[config.mk]
export PLATFORM = sky130hd
export DESIGN_NAME = key_input
export DESIGN_NICKNAME = d
export VERILOG_FILES = /design/src/rtl/key_input_pkg.sv /design/src/rtl/key_input_sync_2ff.sv /design/src/rtl/key_input.sv
export SDC_FILE = /design/constraint.sdc
export NUM_CORES = 1
export LEC_CHECK = 0
export BUFFER_PORTS_ARGS = -buffer_cell sky130_fd_sc_hd__buf_2
export CAP_MARGIN = 0
export CORE_ASPECT_RATIO = 0.8
export CORE_UTILIZATION = 46
export CTS_BUF_LIST = sky130_fd_sc_hd__clkbuf_4 sky130_fd_sc_hd__clkbuf_8 sky130_fd_sc_hd__clkbuf_16
export DETAILED_ROUTE_END_ITERATION = 12
export HOLD_SLACK_MARGIN = 0.1
export PLACE_DENSITY_LB_ADDON = 0.12
export SYNTH_ARGS = -nofsm -noshare
export SYNTH_HDL_FRONTEND = slang
export SYNTH_SLANG_ARGS = --single-unit
[constraint.sdc]
create_clock -name sys_clk -period 4.4 [get_ports sys_clk]
set_clock_uncertainty 0.05 [all_clocks]
set_input_delay 1.32 -clock sys_clk [delete_from_list [all_inputs] [get_ports sys_clk]]
set_output_delay 1.32 -clock sys_clk [all_outputs]
set_load 0.1 [all_outputs]
[src/rtl/key_input_pkg.sv]
// Shared definitions for the key input path: FSM state encoding and the
// 27 MHz-derived default timing constants (also used by the LED blink modules).
package key_input_pkg;

    typedef enum logic [2:0] {
        IDLE     = 3'd0,
        PRESS_DB = 3'd1,
        HELD     = 3'd2,
        LONG     = 3'd3,
        REL_DB   = 3'd4
    } key_state_t;

    localparam int unsigned CLK_HZ               = 27_000_000;
    localparam int unsigned DEBOUNCE_10MS_CYCLES = CLK_HZ / 100;   // 270_000
    localparam int unsigned LONG_1S_CYCLES       = CLK_HZ;         // 27_000_000
    localparam int unsigned REPEAT_250MS_CYCLES  = CLK_HZ / 4;     // 6_750_000

endpackage

[src/rtl/key_input_sync_2ff.sv]
// Two-flop synchronizer for an asynchronous pin; reset value is configurable
// so the output idles at the pin's inactive level.
module sync_2ff #(
    parameter bit RST_VAL = 1'b1
) (
    input  logic sys_clk,
    input  logic sys_rst_n,
    input  logic d,
    output logic q
);

    logic meta;

    // Two-stage capture of the asynchronous input.
    always_ff @(posedge sys_clk or negedge sys_rst_n) begin
        if (!sys_rst_n) begin
            meta <= RST_VAL;
            q    <= RST_VAL;
        end else begin
            meta <= d;
            q    <= meta;
        end
    end

endmodule

[src/rtl/key_input.sv]
// Push-button front end: synchronizes the raw pin, debounces it and emits
// single-cycle press / release / long-press / auto-repeat events plus a
// wrapping press counter. All outputs are registered.
module key_input
    import key_input_pkg::*;
#(
    parameter int unsigned DEBOUNCE_CYCLES = DEBOUNCE_10MS_CYCLES,
    parameter int unsigned LONG_CYCLES     = LONG_1S_CYCLES,
    parameter int unsigned REPEAT_CYCLES   = REPEAT_250MS_CYCLES,
    parameter bit          ACTIVE_LOW      = 1'b1,
    parameter int unsigned CNT_W           = 32
) (
    input  logic       sys_clk,
    input  logic       sys_rst_n,
    input  logic       key_raw,
    output logic       key_level,
    output logic       press_pulse,
    output logic       release_pulse,
    output logic       long_pulse,
    output logic       repeat_pulse,
    output logic [7:0] press_count
);

    localparam logic [CNT_W-1:0] DEB_LAST  = CNT_W'(DEBOUNCE_CYCLES - 1);
    localparam logic [CNT_W-1:0] LONG_LAST = CNT_W'(LONG_CYCLES - 1);
    localparam logic [CNT_W-1:0] REP_LAST  = CNT_W'(REPEAT_CYCLES - 1);

    logic             sync_q;
    logic             k;
    key_state_t       state, state_nxt;
    logic [CNT_W-1:0] cnt, cnt_nxt;
    logic             long_flag, long_flag_nxt;
    logic             level_nxt;
    logic [7:0]       count_nxt;
    logic             press_nxt, release_nxt, long_nxt, repeat_nxt;

    sync_2ff #(
        .RST_VAL (ACTIVE_LOW)
    ) u_sync (
        .sys_clk   (sys_clk),
        .sys_rst_n (sys_rst_n),
        .d         (key_raw),
        .q         (sync_q)
    );

    // Normalize polarity so that k = 1 means pressed.
    assign k = sync_q ^ ACTIVE_LOW;

    // Next-state, shared counter and event decode; a change of k always wins
    // over a terminal count reached in the same cycle.
    always_comb begin
        state_nxt     = state;
        cnt_nxt       = cnt + CNT_W'(1);
        long_flag_nxt = long_flag;
        level_nxt     = key_level;
        count_nxt     = press_count;
        press_nxt     = 1'b0;
        release_nxt   = 1'b0;
        long_nxt      = 1'b0;
        repeat_nxt    = 1'b0;
        case (state)
            IDLE: begin
                cnt_nxt       = '0;
                long_flag_nxt = 1'b0;
                if (k) state_nxt = PRESS_DB;
            end
            PRESS_DB: begin
                if (!k) begin
                    state_nxt = IDLE;
                    cnt_nxt   = '0;
                end else if (cnt == DEB_LAST) begin
                    state_nxt = HELD;
                    cnt_nxt   = '0;
                    press_nxt = 1'b1;
                    level_nxt = 1'b1;
                    count_nxt = press_count + 8'd1;
                end
            end
            HELD: begin
                if (!k) begin
                    state_nxt = REL_DB;
                    cnt_nxt   = '0;
                end else if (cnt == LONG_LAST) begin
                    state_nxt     = LONG;
                    cnt_nxt       = '0;
                    long_nxt      = 1'b1;
                    long_flag_nxt = 1'b1;
                end
            end
            LONG: begin
                if (!k) begin
                    state_nxt = REL_DB;
                    cnt_nxt   = '0;
                end else if (cnt == REP_LAST) begin
                    cnt_nxt    = '0;
                    repeat_nxt = 1'b1;
                end
            end
            REL_DB: begin
                if (k) begin
                    state_nxt = long_flag ? LONG : HELD;
                    cnt_nxt   = '0;
                end else if (cnt == DEB_LAST) begin
                    state_nxt   = IDLE;
                    cnt_nxt     = '0;
                    release_nxt = 1'b1;
                    level_nxt   = 1'b0;
                end
            end
            default: begin
                state_nxt = IDLE;
                cnt_nxt   = '0;
            end
        endcase
    end

    // State, counter and registered outputs.
    always_ff @(posedge sys_clk or negedge sys_rst_n) begin
        if (!sys_rst_n) begin
            state         <= IDLE;
            cnt           <= '0;
            long_flag     <= 1'b0;
            key_level     <= 1'b0;
            press_count   <= '0;
            press_pulse   <= 1'b0;
            release_pulse <= 1'b0;
            long_pulse    <= 1'b0;
            repeat_pulse  <= 1'b0;
        end else begin
            state         <= state_nxt;
            cnt           <= cnt_nxt;
            long_flag     <= long_flag_nxt;
            key_level     <= level_nxt;
            press_count   <= count_nxt;
            press_pulse   <= press_nxt;
            release_pulse <= release_nxt;
            long_pulse    <= long_nxt;
            repeat_pulse  <= repeat_nxt;
        end
    end

endmodule

### After elaboration in Yosys (flattened, before gate mapping)

Cells that the tools add are included.

* logic and storage cells: 76
* flip-flop bits (word level): 51
* bits of input ports: 3

* $add $sub $neg: 2
* equal/unequal tests: 18
* reduce and logical (&&, ||, !) cells: 7
* bitwise logic cells: 1
* muxes and demuxes: 37

Operator list (number)
* $mux W32: 7
* $pmux W32 S4: 1
* $add A32 B1 Y32 const B: 1
* $eq A32 B19 Y1 const B: 1
* $eq A32 B23 Y1 const B: 1
* $eq A32 B25 Y1 const B: 1
* $mux W3: 8
* $mux W1: 18
* $pmux W3 S5: 1
* $ne A2 B2 Y1 const B: 6
* $reduce_and A5 Y1: 2
* $add A8 B1 Y8 const B: 1
* $eq A3 B2 Y1 const B: 2
* $ne A3 B2 Y1 const B: 2
* $reduce_and A3 Y1: 2
* $ne A2 B1 Y1 const B: 2
* $pmux W1 S2: 2
* $reduce_bool A2 Y1: 2
* $eq A3 B1 Y1 const B: 1
* $eq A3 B3 Y1 const B: 1
* $logic_not A3 Y1: 1
* $ne A3 B3 Y1 const B: 1
* $not A1 Y1: 1

### Longest topological paths before layout

Gate-level depths: netlist of the first run.

* word-level depth: 4
* gate-level depth with buffers: 8
* gate-level depth less buffers: 6

### Hierarchy

Synthesis of the first run repeated with hierarchy kept, for this count alone.

* cells, all modules: 247
* area, all modules: 2563.7 sq um

Modules (own cells, without submodules)
* key_input: seq. area each 1226.2 sq um, cells each 245, area each 2511.2 sq um, instances 1
* sync_2ff: seq. area each 52.6 sq um, cells each 2, area each 52.6 sq um, instances 1

### Worst setup path after synthesis of the first run

Ideal clock, no wire load.

* path kind: reg2out
* start: register press_count[0]
* end: output port press_count[0]
* data required time: 3030 ps
* buffers on the path: 0
* cell stages (with the launch flop): 1
* arrival time: 957 ps
* path slack: 2073 ps
* cells stage by stage: dfrtp_1

RTL lines
* start, declared: RTL line key_input.sv:21 `output logic [7:0] press_count`
* start signal, assigned: RTL line key_input.sv:134 `press_count <= count_nxt;`

No word-level cell between the ends.

### Worst setup path after layout of the first run

* start: register cnt[28]
* end: register cnt[1]

* cells in the longest elaborated chain, start to end: 4

RTL lines
* start, declared: RTL line key_input.sv:31 `logic [CNT_W-1:0] cnt, cnt_nxt;`
* start signal, assigned: RTL line key_input.sv:131 `cnt <= cnt_nxt;`
* $eq A32 B19 Y1 (tied with other cells): RTL line key_input.sv:71, key_input.sv:103
* $mux W32, on equally long branches (2 in a row)
* $pmux W32 S4 (*): RTL line key_input.sv:61 `case (state)`
* via cnt_nxt[1]: RTL line key_input.sv:31

Mark *: on every way through the listed nets, which the timed path passes. The rest lies on a longest branch.
A chain may end at the register's enable or synchronous reset.

==> results of run 1 <==
## final cells by class
cell class	count	area [um^2]
clock buffers	7	83.8
clock inverters	1	5.00
fillers	508	2650
inverters	8	30.0
multi-input cells	193	1260
flip-flops and latches	51	1280
well taps	78	97.6
repair buffers	17	90.1
## cells in the mapped netlist (3+ instances only)
cell                       instances  share of area
sky130_fd_sc_hd__a21oi_1          31          0.059
sky130_fd_sc_hd__and2_1            5          0.012
sky130_fd_sc_hd__and4_1            7          0.023
sky130_fd_sc_hd__buf_6             3          0.013
sky130_fd_sc_hd__clkbuf_1          7          0.010
sky130_fd_sc_hd__dfrtp_1          49           0.46
sky130_fd_sc_hd__inv_1             8          0.011
sky130_fd_sc_hd__nand2_1          21          0.030
sky130_fd_sc_hd__nand3_1           7          0.013
sky130_fd_sc_hd__nand4_1          15          0.036
sky130_fd_sc_hd__nor2_1           12          0.017
sky130_fd_sc_hd__nor3_1           12          0.023
sky130_fd_sc_hd__nor3b_1           3         0.0085
sky130_fd_sc_hd__nor4_1           14          0.033
sky130_fd_sc_hd__xnor2_1          18          0.060
sky130_fd_sc_hd__xor2_1           18          0.060
## cell families after synthesis
kind of cell,after synthesis,synth area share
AND/OR/NAND/NOR,110,0.240
multiplexers,2,0.00806
adder cells (fa/ha/maj),2,0.00948
buffers and inverters,20,0.0379
flip-flops,51,0.485
XOR/XNOR,36,0.119
AO/OA/AOI/OAI,43,0.101
## per-layer routing
| layer | vias up | share of wire | global-route usage | wire length, um |
|---|---|---|---|---|
| met5 | - | 0 | 0 | 0 |
| met4 | 0 | 0.0029 | 0.0222 | 15 |
| met3 | 2 | 0.034 | 0.0393 | 180 |
| met2 | 36 | 0.41 | 0.265 | 2180 |
| met1 | 934 | 0.55 | 0.315 | 2880 |
| li1 | 980 | - | - | - |
## worst register-to-register path, stage by stage, from the launching register on
cell                       delay, ns
sky130_fd_sc_hd__dfrtp_1        0.42
sky130_fd_sc_hd__or4_1          0.56
sky130_fd_sc_hd__and4b_1        0.30
sky130_fd_sc_hd__nand4_1        0.43
sky130_fd_sc_hd__a22oi_4        0.95
sky130_fd_sc_hd__a21boi_0       0.20
## worst paths after layout
path,startpoint,endpoint,slack (ns),depth (start not counted)
setup / recovery,cnt[28],cnt[1],1.33,5
hold / removal,u_sync.meta,u_sync.q,0.31,0
setup reg to reg,cnt[28],cnt[1],1.33,5
hold reg to reg,u_sync.meta,u_sync.q,0.31,0
max in group asynchronous,sys_rst_n,u_sync.meta,2.54,2
min in group asynchronous,sys_rst_n,cnt[4],0.94,1
## power by group through the flow
stage,Sequential [mW],Combinational (mW),Clock [mW]
2_1_floorplan,0.487,0.0322,0
3_3_place_gp,0.489,0.0422,0
3_5_place_dp,0.489,0.0421,0
4_1_cts,0.480,0.0422,0.280
5_1_grt,0.481,0.0478,0.303
6_report,0.480,0.0416,0.270
==> results.md, run 1 <==
* Number of failing setup endpoints in the final timing report at 0
* Yosys warns at 0
* Area growth from synthesis to layout at 7.82%
* Power share of the clock group at 0.341
* Switching power share of the total at 0.231
* VDD IR max at 0.152 mV
* Final setup TNS at 0 ns
* Fin. Hold Viols at 0
* Number of enable-type register cells in the synthesized netlist at 0
* Share of synthesized area occupied by flip-flops and latches at 0.485
* Register with the most flip-flops: cnt
* DRC errors left at 0
* Chip Height at 69.7 um
* Prevailing post-synth register cell: sky130_fd_sc_hd__dfrtp_1
* Max stage delay on crit path at about 0.95 ns
* Number of global-route vias before repair at about 1800
* Largest fanout of any net on the critical path at 34
* Global-route usage over all layers at 0.192
* Syn_nets at 269
* Fin crit period at about 3 ns
* Switching power at 0.183 mW
* Kind of cell adding the most delay to the critical path: simple AND/OR/NAND/NOR gates
* Port bufs at 15
* Ant. Diodes at 0
* Worst-case hold slack at 0.311 ns
* Fraction of the cycle the final worst path needs at 0.697
* Count of placed standard cells in the final layout, fillers left out at 355
* Share of total power in combinational logic at 0.053
* Clock Sink Count at 51
* Number of gates given a new drive strength after cts at 0
* Root cell of the clock tree: sky130_fd_sc_hd__clkbuf_8
* Hold-fix buffers, CTS at 0
* Placement row count at 24
* Clock tree from TritonCTS: built
* Number of antenna violations at the first check in global routing at 0
* # H-tree levels at 2
* Synth Cell Area at 2640 um^2
* Overflow left after global routing at 0
* Most common cell after layout, fill and taps aside: sky130_fd_sc_hd__dfrtp_1
* Clock Latency Late Sink at around 0.29 ns
* Leak pwr at 1.15 nW
* Internal Dissipation at a little over 0.6 mW
* Portion of total power attributed to sequential cells at 0.606
* Average instance area after synthesis at around 10 um^2
* First drt pass iteration count at 4
* Pin count of the biggest net entering global routing at 35
* Post-Syn Instances at around 260
* Slowest stage cell, crit path: sky130_fd_sc_hd__a22oi_4
* Worst slew slack as a fraction of its limit at 0.371
* Worst path arrival time at 3.15 ns
* Final routed wire length divided by cell count at 14.8 um
* Die area at 6050 um^2
* Number of vias after detailed routing at 1952
* Worst slack at placement at approximately 1.4 ns
* Post-layout utilization of the core at 0.518
* Number of buffer and inverter instances along the worst setup path at 0
* Post-placement cell count at 347
* Slew of the pin with the lowest slew margin at 0.942 ns
* Post-detailed-route count of antenna-violating nets at 0
* Max-cap check violation count at 0
* Violation count after the first detailed-route iteration at 142
* Net count, final at between 200 and 300
* Total power of the final layout at roughly 0.79 mW
* Routed vias/inst at about 5.5
* PwrDens at 278 nW/um^2
* Kind of start point of the critical path: register
* TritonCTS Buffers at 5
* FF+latch count, synth at 51
* Crit path setup slack, layout at 1.33 ns
* Fmax at ~0.33 GHz
* Maximum buffer depth of the clock tree at 2
* Hold Crit Class: register to register
* CTS clock-pin slew for the worst setup and hold paths at 0.09 ns
* Registers with the most flip-flops: cnt: 32 flops, press_count: 8 flops, state: 3 flops
* Placement-stage cell area at 2760 um^2
* Fraction of layout instances using a drive strength above 1 at 0.119
* Global placer's final weighted congestion at 0.785
* Result of the run: completed
* Boundary Pins at 16
* Critical Path End Type: register
* Max FFs per register at 32
* Routed wire length at 5260 um
* CP Cell Sequence: or4_1, and4b_1, nand4_1, a22oi_4, a21boi_0
* Proportion of register bits with asynchronous set or reset after synthesis at 1.00
* Synth cell types at 42
* Buffer count from post-CTS setup fixing at 0
* Horizontal extent of the die at 86.7 um
* Max-slew violation count at 0
* Critical path required time at around 4.5 ns
* Non-Filler Cell Area, Final at 2850 um^2
* Critical path class: register to register
* Starting utilization of the core area at 0.480
* Sum of net half-perimeters after detailed placement at 3540 um
* Wire length of the first global-routing pass at approximately 9200 um
* Most used cells in the layout excluding fill and tap cells: 49 x sky130_fd_sc_hd__dfrtp_1, 31 x sky130_fd_sc_hd__a21oi_1, 21 x sky130_fd_sc_hd__nand2_1
* Core outline area at 5500 um^2
* Setup repair after global routing missed its margin: false
Power figures use the tool's default switching activity.
==> run 2, diff against run 1 <==
clock period = 3.1 ns   (was 4.4 ns; I/O delays follow)
==> run 2 against run 1 <==
Effect of this change: largest cell class unchanged; sequential share of layout area shrank 0.99 points; first-iteration DRC count up 4.2%; count of clock-buffer cells in the layout is 2 lower; global-route usage grew 0.62 points; design area up 2.2%; wire length grew 4.0%.
==> results.md, run 2 (same netlist as run 1, synthesis figures left out) <==
* Maximum buffer depth of the clock tree at 2 (unchanged)
* Final routed wire length divided by cell count at 15.2 um (+2.6%)
* Worst-case hold slack at 0.312 ns (+0.00123 ns)
* Critical path required time at 3.23 ns (-1.25 ns)
* Routed vias/inst at 5.55 (+0.93%)
* Cell depth of the worst min-delay path at 0 (unchanged)
* Hold Crit Class: register to register
* Fin. Hold Viols at 0 (unchanged)
* Clock Sink Count at 51 (unchanged)
* Clock tree from TritonCTS: built
* Sum of net half-perimeters after detailed placement at 3720 um (+4.9%)
* Root cell of the clock tree: sky130_fd_sc_hd__clkbuf_8
* Layout filler cell count at 525 (+3.3%)
* Most used cells in the layout excluding fill and tap cells: 49 x sky130_fd_sc_hd__dfrtp_1, 31 x sky130_fd_sc_hd__a21oi_1, 21 x sky130_fd_sc_hd__nand2_1
* Net count, final at 286 (+1.8%)
* Fin crit period at 2.52 ns (-0.543 ns)
* Most common cell after layout, fill and taps aside: sky130_fd_sc_hd__dfrtp_1
* Horizontal extent of the die at 86.7 um (unchanged)
* Number of antenna violations at the first check in global routing at 0 (unchanged)
* Core outline area at 5500 um^2 (unchanged)
* Chip Height at 69.7 um (unchanged)
* Overflow left after global routing at 0 (unchanged)
* Ant. Diodes at 0 (unchanged)
* First drt pass iteration count at 4 (unchanged)
* Number of vias after detailed routing at 1998 (+2.4%)
* Leak pwr at 1.18 nW (+2.4%)
* Number of global-route vias before repair at 1834 (+2.2%)
* Global placer's final weighted congestion at 0.781 (-0.53%)
* Non-Filler Cell Area, Final at 2910 um^2 (+2.2%)
* Final setup TNS at 0 ns (unchanged)
* # H-tree levels at 2 (unchanged)
* Number of gates given a new drive strength after cts at 0 (unchanged)
* Registers with the most flip-flops: cnt: 32 flops, press_count: 8 flops, state: 3 flops
* Kind of start point of the critical path: register
* Worst slew slack as a fraction of its limit at 0.631 (+0.260)
* Clock Latency Late Sink at 0.31 ns (+0.02 ns)
* Number of failing setup endpoints in the final timing report at 0 (unchanged)
* Critical path class: register to register
* Starting utilization of the core area at 0.480 (unchanged)
* Die area at 6050 um^2 (unchanged)
* TritonCTS Buffers at 5 (unchanged)
* Violation count after the first detailed-route iteration at 148 (+4.2%)
* VDD IR max at 0.184 mV (+21%)
* Largest fanout of any net on the critical path at 19 (-44%)
* Worst path arrival time at 2.66 ns (-0.49 ns)
* Global-route usage over all layers at 0.198 (+0.00623)
* Post-detailed-route count of antenna-violating nets at 0 (unchanged)
* Wire length of the first global-routing pass at 9190 um (unchanged)
* Fraction of layout instances using a drive strength above 1 at 0.135 (+0.0156)
* Register with the most flip-flops: cnt
* Max FFs per register at 32 (unchanged)
* PwrDens at 421 nW/um^2 (+51%)
* Hold-fix buffers, CTS at 0 (unchanged)
* DRC errors left at 0 (unchanged)
* Critical Path End Type: register
* Post-layout utilization of the core at 0.529 (+0.0116)
* Slew of the pin with the lowest slew margin at 0.554 ns (-0.388 ns)
* Fraction of the cycle the final worst path needs at 0.814 (+0.117)
* Area growth from synthesis to layout at 10.2%
* CTS clock-pin slew for the worst setup and hold paths at 0.10 ns (about the same)
* Placement-stage cell area at 2790 um^2 (+1.4%)
* Max-cap check violation count at 0 (unchanged)
* Boundary Pins at 16 (unchanged)
* Fmax at 0.396 GHz (+22%)
* Worst R2R Path Depth at 6 (+1)
* Buffer count from post-CTS setup fixing at 0 (unchanged)
* Setup repair after global routing missed its margin: false
* Max-slew violation count at 0 (unchanged)
* Result of the run: completed
* Port bufs at 15 (unchanged)
* Routed wire length at 5470 um (+4.0%)
* Placement row count at 24 (unchanged)
* Pin count of the biggest net entering global routing at 34 (-2.9%)
==> run 2: path summary, 6_finish.rpt <==
check,end,slack (ns),startpoint
setup / recovery,cnt[31],0.58,cnt[28]
hold / removal,u_sync.q,0.31,u_sync.meta
setup reg to reg,cnt[31],0.58,cnt[28]
hold reg to reg,u_sync.q,0.31,u_sync.meta
max in group asynchronous,u_sync.meta,1.69,sys_rst_n
min in group asynchronous,cnt[3],0.51,sys_rst_n
==> run 2: through the flow <==
| step | power [mW] | setup slack, ns | cells |
|---|---|---|---|
| 2_1_floorplan | 0.737 | 0.911 | 264 |
| 3_3_place_gp | 0.761 | 0.610 | 352 |
| 3_5_place_dp | 0.762 | 0.580 | 352 |
| 4_1_cts | 1.24 | 0.561 | 360 |
| 5_1_grt | 1.28 | 0.359 | 360 |
| 6_report | 1.22 | 0.575 | 360 |
==> run 2: layer usage <==
metal	routed length [um]	track usage	vias up
met5	0	0	-
met4	75	0.0667	0
met3	198	0.0369	7
met2	2410	0.291	33
met1	2790	0.293	968
li1	-	-	990
==> run 2: report_power, final <==
part / internal, mW / switching (mW)
Sequential: 0.673 / 0.00920
Clock: 0.243 / 0.234
Combinational: 0.0213 / 0.0444
Total: 0.937 / 0.287
==> run 2: area by class of cell <==
cell class              count  area, um^2  area share
clock buffers               5        68.8      0.0237
well taps                  78        97.6      0.0335
inverters                   8        30.0      0.0103
clock inverters             3        46.3      0.0159
multi-input cells         193        1260       0.433
repair buffers             22         128      0.0439
flip-flops and latches     51        1280       0.440
==> run 2: critical path: stages, from the launching register on <==
cell and delay, ns:
sky130_fd_sc_hd__dfrtp_1 0.41, sky130_fd_sc_hd__or4_1 0.55, sky130_fd_sc_hd__and4b_1 0.29, sky130_fd_sc_hd__nand4_1 0.17
sky130_fd_sc_hd__a22oi_4 0.56, sky130_fd_sc_hd__buf_4 0.27, sky130_fd_sc_hd__a22oi_2 0.08
==> run 3, diff against run 2 <==
ABC_AREA = 1   (was default)
clock period = 2.1 ns   (was 3.1 ns; I/O delays follow)
==> run 3 against run 2 <==
Effect of this change: design area grew 25%; sequential share of layout area shrank 8.8 points; die area grew 24%; register-to-register slack lost 0.41 ns; largest cell class is now multi-input gates; largest power group unchanged; highest routed layer unchanged.
==> results.md, run 3 <==
* Syn_nets at 487 (+81%)
* Hold Crit Class: primary input to asynchronous set/reset pin
* Post-layout utilization of the core at 0.525 (-0.00435)
* Slew of the pin with the lowest slew margin at 0.488 ns (-0.0666 ns)
* Worst Setup SP: cnt[0]
* Result of the run: completed
* Share of total power in combinational logic at 0.246 (+0.192)
* Sum of net half-perimeters after detailed placement at 5980 um (+61%)
* Number of vias after detailed routing at 2947 (+47%)
* Post-detailed-route count of antenna-violating nets at 0 (unchanged)
* Global-route usage over all layers at 0.225 (+0.0266)
* Number of global-route vias before repair at 2717 (+48%)
* Number of enable-type register cells in the synthesized netlist at 0 (unchanged)
* FF+latch count, synth at 51 (unchanged)
* Most used cells in the layout excluding fill and tap cells: 119 x sky130_fd_sc_hd__nand2_1, 81 x sky130_fd_sc_hd__inv_1, 75 x sky130_fd_sc_hd__nor2_1
* Switching power at 0.777 mW (+170%)
* Maximum buffer depth of the clock tree at 2 (unchanged)
* Horizontal extent of the die at 96.7 um (+12%)
* Wire length of the first global-routing pass at 13500 um (+47%)
* Reg2reg start: cnt[0]
* Fin. Hold Viols at 0 (unchanged)
* Pin count of the biggest net entering global routing at 52 (+53%)
* Boundary Pins at 16 (unchanged)
* TritonCTS Buffers at 5 (unchanged)
* Clock tree from TritonCTS: built
* Placement row count at 27 (+13%)
* Root cell of the clock tree: sky130_fd_sc_hd__clkbuf_8
* # H-tree levels at 2 (unchanged)
* Setup repair after global routing missed its margin: false
* Top cell types by occurrence after synthesis: 119 x sky130_fd_sc_hd__nand2_1, 81 x sky130_fd_sc_hd__inv_1, 76 x sky130_fd_sc_hd__nor2_1
* Max-cap check violation count at 0 (unchanged)
* Switching power share of the total at 0.331 (+0.0960)
* First drt pass iteration count at 4 (unchanged)
* Number of antenna violations at the first check in global routing at 0 (unchanged)
* Critical path required time at 2.25 ns (-0.98 ns)
* Routed wire length at 7850 um (+43%)
* Final routed wire length divided by cell count at 13.3 um (-13%)
* Registers with the most flip-flops: cnt: 32 flops, press_count: 8 flops, state: 3 flops
* Buffer count from post-CTS setup fixing at 0 (unchanged)
* Ant. Diodes at 0 (unchanged)
* Share of the synthesized area in the top cell type at 0.371 (-0.0933)
* Largest fanout of any net on the critical path at 5 (-14)
* Global placer's final weighted congestion at 0.916 (+17%)
* Fraction of layout instances using a drive strength above 1 at 0.141 (+0.00584)
* Synth Cell Area at 3300 um^2 (+25%)
* Prevailing post-synth register cell: sky130_fd_sc_hd__dfrtp_1
* Max-slew violation count at 0 (unchanged)
* Number of gates given a new drive strength after cts at 0 (unchanged)
* Critical Path End Type: register
* Register with the most flip-flops: cnt
* Worst slew slack as a fraction of its limit at 0.677 (+0.0466)
* Average instance area after synthesis at 6.85 um^2 (-31%)
* DRC errors left at 0 (unchanged)
* PwrDens at 646 nW/um^2 (+54%)
* Most repeated cell in the gate-level netlist after synthesis: sky130_fd_sc_hd__nand2_1
* Critical path class: register to register
* Area contributors post-synth: sky130_fd_sc_hd__dfrtp_1 37%, sky130_fd_sc_hd__nand2_1 14%, sky130_fd_sc_hd__inv_1 9.2%
* CTS clock-pin slew for the worst setup and hold paths at 0.10 ns (about the same)
* Share of synthesized area occupied by flip-flops and latches at 0.387 (-0.0973)
* Area growth from synthesis to layout at 10.1%
* Overflow left after global routing at 0 (unchanged)
* Worst path arrival time at 2.08 ns (-0.58 ns)
* Internal Dissipation at 1.57 mW (+68%)
* Core outline area at 6930 um^2 (+26%)
* Starting utilization of the core area at 0.477 (-0.00341)
* Number of failing setup endpoints in the final timing report at 0 (unchanged)
* VDD IR max at 0.408 mV (+120%)
* Final setup TNS at 0 ns (unchanged)
* Synth cell types at 28 (-33%)
* Max FFs per register at 32 (unchanged)
* Chip Height at 77.8 um (+12%)
* Most common cell after layout, fill and taps aside: sky130_fd_sc_hd__nand2_1
* Die area at 7520 um^2 (+24%)
* Routed vias/inst at 4.98 (-10%)
* Kind of start point of the critical path: register
* Fmax at 0.517 GHz (+31%)
* Violation count after the first detailed-route iteration at 245 (+66%)
* Leak pwr at 1.92 nW (+64%)
* Layout filler cell count at 689 (+31%)
* Post-Syn Instances at 482 (+83%)
* Fraction of the cycle the final worst path needs at 0.921 (+0.106)
* Library cell occupying the most area in the post-synthesis netlist: sky130_fd_sc_hd__dfrtp_1
* Hold-fix buffers, CTS at 0 (unchanged)
* Portion of total power attributed to sequential cells at 0.451 (-0.106)
* Port bufs at 15 (unchanged)
* Power share of the clock group at 0.303 (-0.087)
* Fin crit period at 1.93 ns (-0.591 ns)
* Clock Sink Count at 51 (unchanged)
* Net count, final at 509 (+78%)
* Clock Latency Late Sink at 0.31 ns (about the same)
* Yosys warns at 0 (unchanged)
* Proportion of register bits with asynchronous set or reset after synthesis at 1.00 (unchanged)
==> run 3: changes by cell type after synthesis, moves of 16 or more <==
cell,change
sky130_fd_sc_hd__inv_1,+73
sky130_fd_sc_hd__nand2_2,+16
sky130_fd_sc_hd__a21oi_1,-29
sky130_fd_sc_hd__nand2_1,+98
sky130_fd_sc_hd__nand3_1,+29
sky130_fd_sc_hd__nor2_1,+64
==> run 3: metrics by stage <==
step	std cells	hold WS, ns	total power [mW]	setup WS (ns)	instance area (um^2)
3_3_place_gp	584	0.296	1.66	0.258	3510
3_5_place_dp	584	0.298	1.66	0.187	3510
6_report	592	0.251	2.35	0.167	3640
2_1_floorplan	482	0.284	1.50	0.180	3300
5_1_grt	592	0.271	2.48	0.00142	3640
4_1_cts	592	0.256	2.38	0.166	3630
==> run 3: kinds of logic (layout without fill, tap and decap cells) <==
logic type                 after synthesis  count (layout)  synth area share
and+or+nand+nor                        287             287             0.392
buffers and inverters                   99             122             0.120
DFF                                     51              51             0.387
xor gates and xnor gates                23              23            0.0610
AOI/OAI and AO/OA                       20              20            0.0326
adders and majority gates                2               2           0.00758
==> run 3: power by group through the flow <==
stage,Clock [mW],Sequential [mW],Combinational [mW]
after CTS,0.736,1.06,0.583
after global routing,0.767,1.06,0.651
after detailed placement,0,1.08,0.582
after floorplan,0,1.07,0.436
after global placement,0,1.08,0.583
final,0.712,1.06,0.579
==> run 3: area by class of cell <==
| type | instances | area, um^2 | area share |
|---|---|---|---|
| repair buffers | 22 | 153 | 0.0420 |
| clock inverters | 3 | 46.3 | 0.0127 |
| clock buffers | 5 | 68.8 | 0.0189 |
| well taps | 87 | 109 | 0.0299 |
| flip-flops and latches | 51 | 1280 | 0.352 |
| inverters | 92 | 345 | 0.0950 |
| multi-input cells | 332 | 1640 | 0.450 |
==> run 3: final timing paths <==
path	slack (ns)	end	cells past startpoint
worst max register to register	0.17	cnt[26]	10
worst min-delay path	0.25	repeat_pulse	2
worst min register to register	0.31	u_sync.q	0
max in group asynchronous	1.47	u_sync.q	2
min in group sys_clk	0.31	u_sync.q	0
worst max-delay path	0.17	cnt[26]	10
==> run 3: critical path: stages, from the launching register on <==
cell and delay, ns:
sky130_fd_sc_hd__dfrtp_1 0.38, sky130_fd_sc_hd__ha_1 0.23, sky130_fd_sc_hd__nand3_2 0.17, sky130_fd_sc_hd__inv_1 0.13, sky130_fd_sc_hd__nand3_1 0.16, sky130_fd_sc_hd__nor2_2 0.19, sky130_fd_sc_hd__nand2_1 0.13, sky130_fd_sc_hd__nor2_1 0.18
sky130_fd_sc_hd__nand3_1 0.09, sky130_fd_sc_hd__nand2_1 0.08, sky130_fd_sc_hd__nor2_1 0.03
==> run 3: per-layer routing <==
layer  vias up  GRT usage  routed length, um
li1       1519          -                  -
met5         -          0                  0
met2        79      0.325               3190
met4         0     0.0507                 57
met1      1345      0.352               4220
met3         4     0.0306                390
